`src/rtl/avalon_st_pkt_pkg.sv`:
```
// Shared types and constants for the Avalon-ST packetizer.
// Optional feature macro: AVALON_ST_PACKETIZER_CHECKSUM_EN adds the CHECKSUM state.
package avalon_st_pkt_pkg;

  localparam int         SEQ_W     = 4;
  localparam logic [3:0] HDR_MAGIC = 4'hA;

  typedef enum logic [1:0] {
    IDLE     = 2'd0,
    HEADER   = 2'd1,
    PAYLOAD  = 2'd2
`ifdef AVALON_ST_PACKETIZER_CHECKSUM_EN
    , CHECKSUM = 2'd3
`endif
  } pkt_state_t;

  // Header byte: sequence number in the upper nibble, magic in the lower.
  function automatic logic [7:0] hdr_byte(input logic [SEQ_W-1:0] seq);
    return {seq, HDR_MAGIC};
  endfunction

endpackage

```
`src/rtl/avalon_st_out_reg.sv`:
```
// One-entry Avalon-ST output register (data, SOP, EOP) with slot-free signal.
// A loaded beat is held stable until the sink accepts it; a load in the same
// cycle as a handshake replaces the departing beat without a bubble.
module avalon_st_out_reg (
  input  logic       clk,
  input  logic       reset,
  input  logic       load_i,
  input  logic [7:0] data_i,
  input  logic       sop_i,
  input  logic       eop_i,
  input  logic       ready_i,
  output logic       free_o,
  output logic       valid_o,
  output logic [7:0] data_o,
  output logic       sop_o,
  output logic       eop_o
);

  logic       valid_q;
  logic [7:0] data_q;
  logic       sop_q;
  logic       eop_q;

  // The slot can take a new beat when empty or when its beat leaves this cycle.
  assign free_o = !valid_q || ready_i;

  // Beat register: load wins, otherwise drop valid after a handshake.
  always_ff @(posedge clk or posedge reset) begin
    if (reset) begin
      valid_q <= 1'b0;
      data_q  <= 8'h00;
      sop_q   <= 1'b0;
      eop_q   <= 1'b0;
    end else if (load_i) begin
      // NOTE: non-blocking assignments keep every flop sampling pre-edge values.
      valid_q <= 1'b1;
      data_q  <= data_i;
      sop_q   <= sop_i;
      eop_q   <= eop_i;
    end else if (ready_i) begin
      valid_q <= 1'b0;
    end
  end

  assign valid_o = valid_q;
  assign data_o  = data_q;
  assign sop_o   = sop_q;
  assign eop_o   = eop_q;

endmodule

```
`src/rtl/avalon_st_packetizer.sv`:
```
// Frames an unframed byte stream into fixed-length Avalon-ST packets:
// header {seq,4'hA} with SOP, PKT_LEN payload bytes, optional XOR checksum.
// Optional feature macro: AVALON_ST_PACKETIZER_CHECKSUM_EN (EOP moves to the
// appended checksum beat; otherwise EOP sits on the last payload byte).
module avalon_st_packetizer
  import avalon_st_pkt_pkg::*;
#(
  parameter int PKT_LEN = 4
) (
  input  logic       clk,
  input  logic       reset,
  input  logic       asi_valid,
  input  logic [7:0] asi_data,
  output logic       asi_ready,
  output logic       aso_valid,
  output logic [7:0] aso_data,
  output logic       aso_startofpacket,
  output logic       aso_endofpacket,
  input  logic       aso_ready
);

  localparam logic [7:0] LAST_IDX = 8'(PKT_LEN - 1);

  pkt_state_t       state_q, state_d;
  logic [SEQ_W-1:0] seq_q, seq_d;
  logic [7:0]       cnt_q, cnt_d;
`ifdef AVALON_ST_PACKETIZER_CHECKSUM_EN
  logic [7:0]       csum_q, csum_d;
`endif

  logic       slot_free;
  logic       ld;
  logic [7:0] ld_data;
  logic       ld_sop;
  logic       ld_eop;

  // State, sequence, counter (and checksum) registers.
  always_ff @(posedge clk or posedge reset) begin
    if (reset) begin
      state_q <= IDLE;
      seq_q   <= '0;
      cnt_q   <= 8'h00;
`ifdef AVALON_ST_PACKETIZER_CHECKSUM_EN
      csum_q  <= 8'h00;
`endif
    end else begin
      state_q <= state_d;
      seq_q   <= seq_d;
      cnt_q   <= cnt_d;
`ifdef AVALON_ST_PACKETIZER_CHECKSUM_EN
      csum_q  <= csum_d;
`endif
    end
  end

  // Next-state logic and output-slot load requests.
  always_comb begin
    // NOTE: every output gets a default first so no path can infer a latch.
    state_d   = state_q;
    seq_d     = seq_q;
    cnt_d     = cnt_q;
`ifdef AVALON_ST_PACKETIZER_CHECKSUM_EN
    csum_d    = csum_q;
`endif
    asi_ready = 1'b0;
    ld        = 1'b0;
    ld_data   = 8'h00;
    ld_sop    = 1'b0;
    ld_eop    = 1'b0;

    unique case (state_q)
      IDLE: begin
        // Nothing is consumed here, so a packet never opens without data.
        if (asi_valid) state_d = HEADER;
      end

      HEADER: begin
        if (slot_free) begin
          ld      = 1'b1;
          ld_data = hdr_byte(seq_q);
          ld_sop  = 1'b1;
          cnt_d   = 8'h00;
`ifdef AVALON_ST_PACKETIZER_CHECKSUM_EN
          csum_d  = 8'h00;
`endif
          state_d = PAYLOAD;
        end
      end

      PAYLOAD: begin
        asi_ready = slot_free;
        if (asi_valid && slot_free) begin
          ld      = 1'b1;
          ld_data = asi_data;
          cnt_d   = cnt_q + 8'd1;
`ifdef AVALON_ST_PACKETIZER_CHECKSUM_EN
          csum_d  = csum_q ^ asi_data;
          if (cnt_q == LAST_IDX) state_d = CHECKSUM;
`else
          if (cnt_q == LAST_IDX) begin
            ld_eop  = 1'b1;
            seq_d   = seq_q + 1'b1;
            state_d = IDLE;
          end
`endif
        end
      end

`ifdef AVALON_ST_PACKETIZER_CHECKSUM_EN
      CHECKSUM: begin
        if (slot_free) begin
          ld      = 1'b1;
          ld_data = csum_q;
          ld_eop  = 1'b1;
          seq_d   = seq_q + 1'b1;
          state_d = IDLE;
        end
      end
`endif

      default: state_d = IDLE;
    endcase
  end

  avalon_st_out_reg u_out_reg (
    .clk     (clk),
    .reset   (reset),
    .load_i  (ld),
    .data_i  (ld_data),
    .sop_i   (ld_sop),
    .eop_i   (ld_eop),
    .ready_i (aso_ready),
    .free_o  (slot_free),
    .valid_o (aso_valid),
    .data_o  (aso_data),
    .sop_o   (aso_startofpacket),
    .eop_o   (aso_endofpacket)
  );

endmodule

```
`config.mk`:
```
export PLATFORM = sky130hd
export DESIGN_NAME = avalon_st_packetizer
export DESIGN_NICKNAME = d
export VERILOG_FILES = /design/src/rtl/avalon_st_pkt_pkg.sv /design/src/rtl/avalon_st_out_reg.sv /design/src/rtl/avalon_st_packetizer.sv
export SDC_FILE = /design/constraint.sdc
export NUM_CORES = 1
export LEC_CHECK = 0
export ABC_AREA = 1
export CORE_ASPECT_RATIO = 1.1
export CORE_MARGIN = 10
export CORE_UTILIZATION = 27
export DETAILED_ROUTE_END_ITERATION = 12
export GPL_ROUTABILITY_DRIVEN = 0
export GPL_TIMING_DRIVEN = 0
export PLACE_DENSITY = 0.53
export SETUP_SLACK_MARGIN = 0.5
export SLEW_MARGIN = 20
export SYNTH_ARGS = -nofsm -noshare
export SYNTH_HDL_FRONTEND = slang
export SYNTH_HIERARCHICAL = 1
export SYNTH_SLANG_ARGS = --single-unit
```
`constraint.sdc`:
```
create_clock -name clk -period 2.6 [get_ports clk]
set_input_delay 0.78 -clock clk [delete_from_list [all_inputs] [get_ports clk]]
set_output_delay 0.78 -clock clk [all_outputs]
set_load 0.02 [all_outputs]
```
# After elaboration in Yosys (flattened, before gate mapping)

Cells that the tools add are included.
Widths: inputs -> output; s select.

Bits of input ports: 12
Output and inout port bits: 12
Register bits after elaboration: 25
Word-level logic and storage cells: 46

Mux-type cells: 21
Reduce and logical (&&, ||, !) cells: 9
Add/sub/neg operators: 2
Equality and inequality tests: 7

Operators with widths:

| operator            | count |
|---|---|
| $mux 8              | 4 |
| $pmux 8 s2          | 2 |
| $mux 1              | 9 |
| $add 8x1->8 const B | 1 |
| $eq 8x2->1 const B  | 1 |
| $mux 2              | 4 |
| $ne 2x2->1 const B  | 4 |
| $pmux 2 s3          | 1 |
| $reduce_and 3->1    | 2 |
| $add 4x1->4 const B | 1 |
| $reduce_and 4->1    | 1 |
| $reduce_bool 2->1   | 2 |
| $eq 2x1->1 const B  | 1 |
| $eq 2x2->1 const B  | 1 |
| $logic_not 2->1     | 1 |
| $pmux 1 s2          | 1 |
| $logic_and 1x1->1   | 1 |
| $logic_not 1->1     | 1 |
| $logic_or 1x1->1    | 1 |

# Depth between registers and ports, before layout

Gate-level depths: netlist (run 1).

Depth in word-level cells: 6
Mapped depth: 12
Mapped depth without buffers: 11

# Cells and area by module

The synthesis (run 1) kept the hierarchy.

By module, submodules not included:

| module               | instances | cells an instance | sequential area each (sq um) | area each (sq um) |
|---|---|---|---|---|
| avalon_st_packetizer | 1         | 140               | 350.3                        | 1039.7 |
| avalon_st_out_reg    | 1         | 48                | 275.3                        | 425.4 |

# Least setup slack after synthesis (run 1)

OpenSTA, ideal clock, no wires.

Path type: input to output
Start: in aso_ready
End: out asi_ready
Data required time: 1.820 ns
Stages: 4
Arrival: 1.121 ns
Path slack: 0.699 ns
Path buffers: 0
Path through: inv_1 nand2_1 nand2_1 inv_1

Longest elaborated chain between the ends: 2

Ends and longest elaborated chain:

| what               | RTL line                   | text |
|---|---|---|
| start: declaration | avalon_st_packetizer.sv:19 | `input logic aso_ready` |
| $logic_or 1x1->1   | avalon_st_out_reg.sv:25    | `assign free_o = !valid_q \|\| ready_i;` |
| via slot_free      | avalon_st_packetizer.sv:31 | `logic slot_free;` |
| $mux 1             | avalon_st_packetizer.sv:71 | `unique case (state_q)` |
| end: declaration   | avalon_st_packetizer.sv:14 | `output logic asi_ready,` |

The timed path passes the listed nets, and every way through them passes these cells.

# Worst setup path in the final report (run 1)

Start: reg u_out_reg.valid_q (netlist: u_out_reg/valid_o)
End: out aso_valid

RTL lines:

| what                     | RTL line                   | text |
|---|---|---|
| start: declaration       | avalon_st_out_reg.sv:19    | `logic valid_q;` |
| start signal: assignment | avalon_st_out_reg.sv:30    | `valid_q <= 1'b0;` |
| start signal: assignment | avalon_st_out_reg.sv:36    | `valid_q <= 1'b1;` |
| start signal: assignment | avalon_st_out_reg.sv:41    | `valid_q <= 1'b0;` |
| end: declaration         | avalon_st_packetizer.sv:15 | `output logic aso_valid,` |

No word-level cell between the ends.

==> results of run 1 <==
registers in the layout (all words and copies together) (netlist names):
register,flops
state_q,2
u_out_reg/sop_o,1
u_out_reg/valid_o,1
u_out_reg/eop_o,1
seq_q,4
u_out_reg/data_o,8
cnt_q,8
repair_timing:
item | CTS | global route
buffers inserted | 3 | 2
setup endpoints to repair | 1 | 12
gates resized for setup | 10 | 7
cloned | 0 | 1
pin swaps | 0 | 1
final cells by class:
cell class                 instances  area, um^2
buffer                             4       38.79
clock buffer                       4       45.04
fill                             570        3418
inverter                          29       125.1
multi-input combinational        130       701.9
sequential                        25       625.6
tap                               75       93.84
timing repair buffer              29       276.5
worst min-delay path, stage by stage, from the launching register on:
cell     delay (ns)
dfrtp_1        0.35
nand2_1        0.05
nand2_1        0.05
metal layers:
| metal | global-route usage, % | vias up |
|---|---|---|
| li1 | - | 651 |
| met2 | 12.19 | 21 |
| met3 | 1.777 | 2 |
| met4 | 2.574 | 0 |
| met5 | 0 | - |
| met1 | 9.420 | 533 |
power breakdown:
group | leakage, nW | internal, mW | total [mW] | switching, mW
Combinational | 0.641 | 0.324 | 0.794 | 0.470
Sequential | 0.342 | 0.461 | 0.513 | 0.0524
Clock | 0.0228 | 0.109 | 0.228 | 0.119
logic make-up after synthesis:
family / share of synthesized area (%)
simple gates: 34.41
flops: 42.70
compound gates: 5.294
xor+xnor: 1.794
buf+inv: 10.67
fa+ha+maj: 5.124
synth_stat cells, drive strengths merged:
cell type,number
nand2,74
inv,27
dfrtp,25
nand3,15
nor2,13
ha,6
o21ai,6
buf,4
nand4,4
xor2,3
a21oi,2
clkinv,2
nor3,2
o21a,2
a22o,1
o21bai,1
o22ai,1
final timing paths:
| check | cells after the start | start | endpoint | slack, ns |
|---|---|---|---|---|
| min reg2reg | 2 | u_out_reg/data_o[1]$_DFFE_PP0P_ | u_out_reg/data_o[1]$_DFFE_PP0P_ | 0.47 |
| max reg2reg | 14 | u_out_reg/valid_o$_DFFE_PP0P_ | u_out_reg/data_o[7]$_DFFE_PP0P_ | 0.92 |
| max | 1 | u_out_reg/valid_o$_DFFE_PP0P_ | aso_valid | 0.56 |
| min in group asynchronous | 2 | reset | u_out_reg/valid_o$_DFFE_PP0P_ | 0.84 |
| max in group asynchronous | 2 | reset | cnt_q[7]$_DFFE_PP0P_ | 1.33 |
| min | 2 | u_out_reg/data_o[1]$_DFFE_PP0P_ | u_out_reg/data_o[1]$_DFFE_PP0P_ | 0.47 |
==> impl_results.md, run 1 <==
- Status: finished, final reports clean
- Full die area: 0.008776 mm^2
- Synth cell types: 27
- DR WL/cell: 10.70 um
- Max-slew violations: 0
- Clock Latency Late Sink: 0.26 ns
- CTS buffer count: 3
- CP max-delay cell: clkdlybuf4s50_1
- Register bit total from synthesis: 25
- Part of the cycle the worst path needs: 78.48%
- Largest area contributor in the netlist: dfrtp_1
- Worst Setup Slack, final: 0.5595 ns
- CP required: ~1.8 ns
- DRC Markers: 0
- Final Cell Area: 0.001907 mm^2
- Ant. Diodes: 0
- Count of non-filler cells in the finished layout: 296
- Num rows: 28
- Worst Tran Pin Value: 0.5781 ns
- Commonest non-fill, non-tap cells in the layout: nand2_1 (64), dfrtp_1 (25), inv_1 (23)
- Placed instance count: 286
- CTS tree: done
- Antenna-violating nets left: 0
- Initial Util: 27.51%
- Arrival time at the worst endpoint: 1.26 ns
- Top-area cell type share of the netlist area: 42.70%
- First-pass GRT wire length: 5533 um
- Min-Delay Path Class: flip-flop to flip-flop
- Synth warn: 6
- # IOs: 24
- Hold Worst Slack: roughly 0.47 ns
- F_max: 0.4901 GHz
- Antenna violations before repair: 0
- Hold bufs inserted after CTS: 0
- Clock Skew: 0.001527 ns
- Clock root buffer: clkbuf_8
- Placement Cell Area: 0.001789 mm^2
- Post-Syn Area: 0.001465 mm^2
- Vias in the first global route: approximately 1,200
- Pin count of the biggest net entering global routing: 15
- Commonest non-fill, non-tap cell in the layout: nand2_1
- HPWL Detailed: about 2500 um
- LEAKAGE: 1.006 nW
- Avg Inst Size Synth: 7.793 um^2
- Layout Utilization: a little over a third
- Iter 0 DRT Violations: 43
- # Max-Cap Violations: 0
- Largest delay contributor family on the critical path: buffers and inverters
- Detailed Routing Iterations Pass 1: 4
- WL met1: 1546 um
- Clock-pin slew on the worst setup and hold paths: 0.09 ns
- IO buf count: 23
- Nets: 240
- Share of layout cells above drive strength 1: 14.93%
- Synth Instances: 188
- Endpoints failing setup: 0
- Synth top area cells: dfrtp_1 (43%), nand2_1 (17%), inv_1 (6.4%)
- Die Span Y: 97.26 um
- Pre-CTS WS: -0.3233 ns
- Top sig layer: met4
- Rel. slew slack: 61.42%
- CTS max path bufs: 2
- Fraction of the yosys area taken by sequential cells: 42.70%
- Max incr delay on CP: 0.62 ns
- DRT Wirelength: 3168 um
- Met2 routed WL: roughly 1500 um
- Htree depth: 1
- RSZ-0062 raised after global routing: yes
- Die width: 90.24 um
- Worst setup path class: flip-flop to output port
- Global route overflow: 0
- Mapped Nets: about 210
- Hold Vio Cnt, Final: 0
- Routed met3 length: 108 um
- Tmin final: between 2 and 2.5 ns
- Area Growth Syn to Fin: 30.15%
- Sink Count: 25
- Maximum vdd drop: approximately 270 uV
- DR vias: 1,207
- Via/cell ratio: 4.078
- Setup crit end kind: output port
- Worst Path Max Fanout: 2
- CP Cell Sequence: clkdlybuf4s50_1
- CP Launch Type: flip-flop
- Power Density: 805.4 mW/mm^2
- Core ar.: between 0.005 and 0.006 mm^2
- Tot Pwr: 1.536 mW
- Buf/Inv on CP: 1
- Total global-route track usage: under 10%
- Setup Total Neg Slack: 0 ns
(Power assumes the default switching activity.)
==> run 2, diff against run 1 <==
--- a/config.mk
+++ b/config.mk
@@ -12,7 +12,7 @@
 export DETAILED_ROUTE_END_ITERATION = 12
 export GPL_ROUTABILITY_DRIVEN = 0
 export GPL_TIMING_DRIVEN = 0
-export PLACE_DENSITY = 0.53
+export PLACE_DENSITY = 0.55
 export SETUP_SLACK_MARGIN = 0.5
 export SLEW_MARGIN = 20
 export SYNTH_ARGS = -nofsm -noshare
==> constraint.sdc (replaced) <==
create_clock -name clk -period 1.8 [get_ports clk]
set_input_delay 0.54 -clock clk [delete_from_list [all_inputs] [get_ports clk]]
set_output_delay 0.54 -clock clk [all_outputs]
set_load 0.02 [all_outputs]
==> impl_results.md, run 2 (synthesis results as in run 1) <==
- Reg-to-Reg Start: state_q[0]$_DFFE_PP0P_
- Num rows: 28
- Commonest non-fill, non-tap cell in the layout: nand2_1
- Total global-route track usage: under 10%
- Via/cell ratio: 4.082
- Area occupied by multi-input gates: 770.7 um^2
- Status: finished, final reports clean
- DRT Wirelength: 3439 um
- Hold Vio Cnt, Final: 0
- HPWL Detailed: 2486 um
- Global route overflow: 0
- CTS tree: done
- Htree depth: 1
- Clock Latency Late Sink: 0.28 ns
- Worst Path Max Fanout: 2
- Endpoints failing setup: 0
- Nets: between 200 and 300
- Tmin final: 1.703 ns
- Worst setup path class: flip-flop to output port
- Tot Pwr: approximately 2.7 mW
- Setup crit end kind: output port
- CTS buffer count: 3
- CP required: approximately 1.3 ns
- R2R Setup Slk: 0.27 ns
- Sink Count: 25
- Vias in the first global route: 1,287
- DR WL/cell: ~11 um
- # Max-Cap Violations: 0
- Ant. Diodes: 0
- First-pass GRT wire length: 6003 um
- Fill cells: 530
- Iter 0 DRT Violations: 45
- Worst Setup SP: state_q[1]$_DFFE_PP0P_
- IO buf count: 23
- Antenna violations before repair: 0
- Part of the cycle the worst path needs: around 95%
- Min-Delay Path Class: flip-flop to flip-flop
- Seq. cell area: 626.9 um^2
- Share of layout cells above drive strength 1: between 30% and 40%
- LEAKAGE: 1.179 nW
- # IOs: 24
- Layout Utilization: 41.42%
- Die Span Y: 97.26 um
- CTS max path bufs: 2
- Pin count of the biggest net entering global routing: 16
- Clock Skew: about 0.0099 ns
- F_max: roughly 0.6 GHz
- Detailed Routing Iterations Pass 1: 4
- Area Growth Syn to Fin: 50.56%
- Clock root buffer: clkbuf_8
- Power Density: 1222 mW/mm^2
- DRC Markers: 0
- Full die area: around 0.0088 mm^2
- Arrival time at the worst endpoint: roughly 1.2 ns
- RSZ-0062 raised after global routing: yes
- Min-delay src: seq_q[3]$_DFFE_PP0P_
- Core ar.: 0.005325 mm^2
- DR vias: 1,294
- Maximum vdd drop: 402.6 uV
- Die width: ~90 um
- Max-slew violations: 0
- Worst Tran Pin Value: 0.6185 ns
- Rel. slew slack: about three fifths
- Clock-pin slew on the worst setup and hold paths: 0.10 ns
- Commonest non-fill, non-tap cells in the layout: nand2_1 (62), dfrtp_1 (24), buf_4 (24)
- Antenna-violating nets left: 0
- Initial Util: around 28%
- CP Launch Type: flip-flop
## run 2: cell types whose count changed in the layout (fill, tap and decap cells not counted), moves of 3 or more
cell             delta
buf_4              +18
buf_6              +12
clkdlybuf4s50_1    -12
inv_1               -4
ha_1                -3
## run 2: layout make-up
cell class | instances | share of cell area, %
buffer | 4 | 2.042
clock buffer | 3 | 1.872
clock inverter | 1 | 0.3403
inverter | 29 | 6.636
multi-input combinational | 130 | 34.94
sequential | 25 | 28.42
tap | 75 | 4.254
timing repair buffer | 50 | 21.50
## run 2: what timing repair did
item / 4_1_cts / 5_1_grt
setup buffers: 19 / 7
setup endpoints to repair: 37 / 37
hold buffers: 0 / 0
cloned: 1 / 0
pin swaps: 2 / 2
resized for setup: 86 / 3
## run 2: worst paths after layout
| check | to | cells after the start |
|---|---|---|
| min | seq_q[3]$_DFFE_PP0P_ | 2 |
| max in group asynchronous | cnt_q[5]$_DFFE_PP0P_ | 2 |
| min reg2reg | seq_q[3]$_DFFE_PP0P_ | 2 |
| max | asi_ready | 5 |
| min in group asynchronous | u_out_reg/data_o[3]$_DFFE_PP0P_ | 2 |
| max reg2reg | u_out_reg/data_o[0]$_DFFE_PP0P_ | 12 |
## run 2: through the flow
stage	cell area (um^2)	cells	setup WS, ns	hold WS, ns	TNS (ns)
finish	2206	317	0.09685	0.4930	0
global route	2206	317	0.03778	0.5178	0
CTS	2145	310	0.09351	0.5011	0
detailed placement	1853	286	-0.7197	0.4576	-6.450
global placement	1853	286	-0.7111	0.4531	-6.266
floorplan	1529	188	0.4000	0.3924	0
## run 2: layer usage
layer  track usage [%]  share of wire [%]
met1             9.860                 47
met2             13.98                 48
met3             2.473                4.0
met4             1.471               0.52
met5                 0                  0
## run 2: power by group
group / internal (mW) / leakage [nW] / total [mW] / switching (mW)
clock: 0.157 / 0.0217 / 0.351 / 0.194
combinational: 0.776 / 0.816 / 1.59 / 0.810
sequential: 0.668 / 0.341 / 0.758 / 0.0901
## run 2: worst max-delay path, stage by stage, from the launching register on
cell and delay, ns:
dfrtp_1 0.42, ha_4 0.17, buf_6 0.11, nand2_2 0.05
inv_2 0.03, buf_6 0.12
==> run 3, diff against run 2 <==
--- a/config.mk
+++ b/config.mk
@@ -8,11 +8,11 @@
 export ABC_AREA = 1
 export CORE_ASPECT_RATIO = 1.1
 export CORE_MARGIN = 10
-export CORE_UTILIZATION = 27
+export CORE_UTILIZATION = 47
 export DETAILED_ROUTE_END_ITERATION = 12
 export GPL_ROUTABILITY_DRIVEN = 0
 export GPL_TIMING_DRIVEN = 0
-export PLACE_DENSITY = 0.55
+export PLACE_DENSITY = 0.81
 export SETUP_SLACK_MARGIN = 0.5
 export SLEW_MARGIN = 20
 export SYNTH_ARGS = -nofsm -noshare
==> impl_results.md, run 3 (synthesis results as in run 1) <==
- Status: complete, but fails checks
- Failing checks: setup timing
- Antenna violations before repair: 0
- Hold Vio Cnt, Final: 0
- Endpoints failing setup: 8
- Clock Skew: 0.002703 ns
- Detailed Routing Iterations Pass 1: 4
- Power Density: ~1300 mW/mm^2
- Initial Util: 48.49%
- Commonest non-fill, non-tap cell in the layout: nand2_1
- Min-Delay Path Class: flip-flop to flip-flop
- Worst Path Max Fanout: 5
- # Max-Cap Violations: 0
- Total global-route track usage: 12.57%
- Worst Setup Slack, final: -0.02959 ns
- Tot Pwr: 3.120 mW
- LEAKAGE: 1.258 nW
- IO buf count: 23
- Die width: approximately 73 um
- Part of the cycle the worst path needs: 101.6%
- Commonest non-fill, non-tap cells in the layout: nand2_1 (38), dfrtp_1 (24), nand2_2 (22)
- Full die area: approximately 0.0058 mm^2
- Hold bufs inserted after CTS: 0
- F_max: 0.5466 GHz
- DR vias: 1,499
- Setup crit end kind: flip-flop
- Part of the power in the clock network: 8.6%
- CP Cell Sequence: ha_4 -> buf_6 -> buf_4 -> buf_6 -> buf_8 -> nand2_8 -> clkinv_8 -> nand2_8 -> nand2_8 -> clkbuf_16 -> nand2_2 -> nand2_1
- Max-slew violations: 0
- Iter 0 DRT Violations: 191
- CTS tree: done
- Htree depth: 1
- CTS buffer count: 3
- Sw frac: about 45%
- DRC Markers: 0
- Die Span Y: 78.56 um
- Nets: about 270
- Maximum vdd drop: 1388 uV
- RSZ-0062 raised after global routing: yes
- Worst setup path class: flip-flop to flip-flop
- Layout Utilization: 78.18%
- HPWL Detailed: between 2000 and 2500 um
- Antenna-violating nets left: 0
- P_int: between 1.5 and 2 mW
- DRT Wirelength: 4787 um
- Core ar.: ~0.0030 mm^2
- Placement Cell Area: 0.001802 mm^2
- Final Cell Area: 0.002362 mm^2
- Via/cell ratio: 5.354
- Max incr delay on CP: 0.46 ns
- Share of layout cells above drive strength 1: 46.75%
- Vias in the first global route: roughly 1,300
- Area Growth Syn to Fin: 61.23%
- Clock Latency Late Sink: approximately 0.32 ns
- Ant. Diodes: 0
- Seq pwr share: 24.8%
- Clock-pin slew on the worst setup and hold paths: 0.15 ns
- Clock root buffer: clkbuf_4
- Worst Tran Pin Value: 0.5728 ns
- Pre-CTS WS: -0.7130 ns
- Num rows: 21
- CTS max path bufs: 2
- Tmin final: 1.830 ns
- Most common cell on crit path: nand2_8
- First-pass GRT wire length: 6003 um
- Sink Count: 25
- Pin count of the biggest net entering global routing: 15
- CP max-delay cell: dfrtp_1
- Comb power frac: 66.6%
- Setup Total Neg Slack: -0.1258 ns
- Rel. slew slack: about three fifths
- # IOs: 24
- Global route overflow: 0
- CP Launch Type: flip-flop
- CP required: 2.03 ns
- Arrival time at the worst endpoint: 2.06 ns
- Sw Pwr: 1.394 mW
- DR WL/cell: 17.10 um
-- run 3: cell types whose count changed in the layout (fill, tap and decap cells not counted), sizes merged --
cell         before  now
buf              42   46
clkbuf            3    4
clkinv            2    4
clkinvlp          1    0
dlygate4sd2       2    1
inv              27   26
-- run 3: final timing paths --
path | startpoint | to | slack, ns | cells after the start
worst max-delay path | state_q[1]$_DFFE_PP0P_ | u_out_reg/data_o[5]$_DFFE_PP0P_ | -0.03 | 12
worst min-delay path | seq_q[3]$_DFFE_PP0P_ | seq_q[3]$_DFFE_PP0P_ | 0.52 | 2
worst max register to register | state_q[1]$_DFFE_PP0P_ | u_out_reg/data_o[5]$_DFFE_PP0P_ | -0.03 | 12
worst min register to register | seq_q[3]$_DFFE_PP0P_ | seq_q[3]$_DFFE_PP0P_ | 0.52 | 2
max in group asynchronous | reset | seq_q[3]$_DFFE_PP0P_ | 0.84 | 2
min in group asynchronous | reset | u_out_reg/data_o[4]$_DFFE_PP0P_ | 0.55 | 2
-- run 3: per-layer routing --
layer | global-route usage (%) | share of wire, % | up-vias
li1 | - | - | 704
met1 | 13.88 | 39 | 725
met2 | 23.41 | 51 | 55
met3 | 2.642 | 6.9 | 15
met4 | 2.852 | 3.0 | 0
met5 | 0 | 0 | -
-- run 3: per-stage QoR --
stage | hold WS, ns | instances
after global placement | 0.4539 | 245
after global routing | 0.5265 | 280
after floorplan | 0.3924 | 188
after CTS | 0.5153 | 266
final | 0.5150 | 280
after detailed placement | 0.4575 | 245
-- run 3: power groups by stage --
stage | Combinational (mW) | Sequential (mW) | Clock (mW)
after floorplan | 0.729 | 0.823 | 0
after global placement | 1.08 | 0.765 | 0
after detailed placement | 1.09 | 0.769 | 0
after CTS | 1.45 | 0.763 | 0.268
after global routing | 2.21 | 0.785 | 0.292
final | 2.08 | 0.774 | 0.268
-- run 3: critical path: cells and delay by family, from the launching register on --
family	cells	cell delay [ns]
buffers and inverters	6	0.70
flip-flops	1	0.46
AND/OR/NAND/NOR	5	0.35
adder cells (fa/ha/maj)	1	0.18
-- run 3: what timing repair did --
action,4_1_cts,5_1_grt
setup buffers,16,13
resized for setup,100,49
gates cloned,1,1
pin swaps,4,18
endpoints found under the setup margin,37,37
-- run 3: final cells by class --
type	instances	area [um^2]
well taps	34	42.54
plain buffers	4	52.55
multi-input cells	130	920.9
inverters	29	156.4
fillers	164	659.4
flip-flops and latches	25	626.9
clock inverters	1	5.005
clock buffers	3	22.52
repair buffers	54	535.5
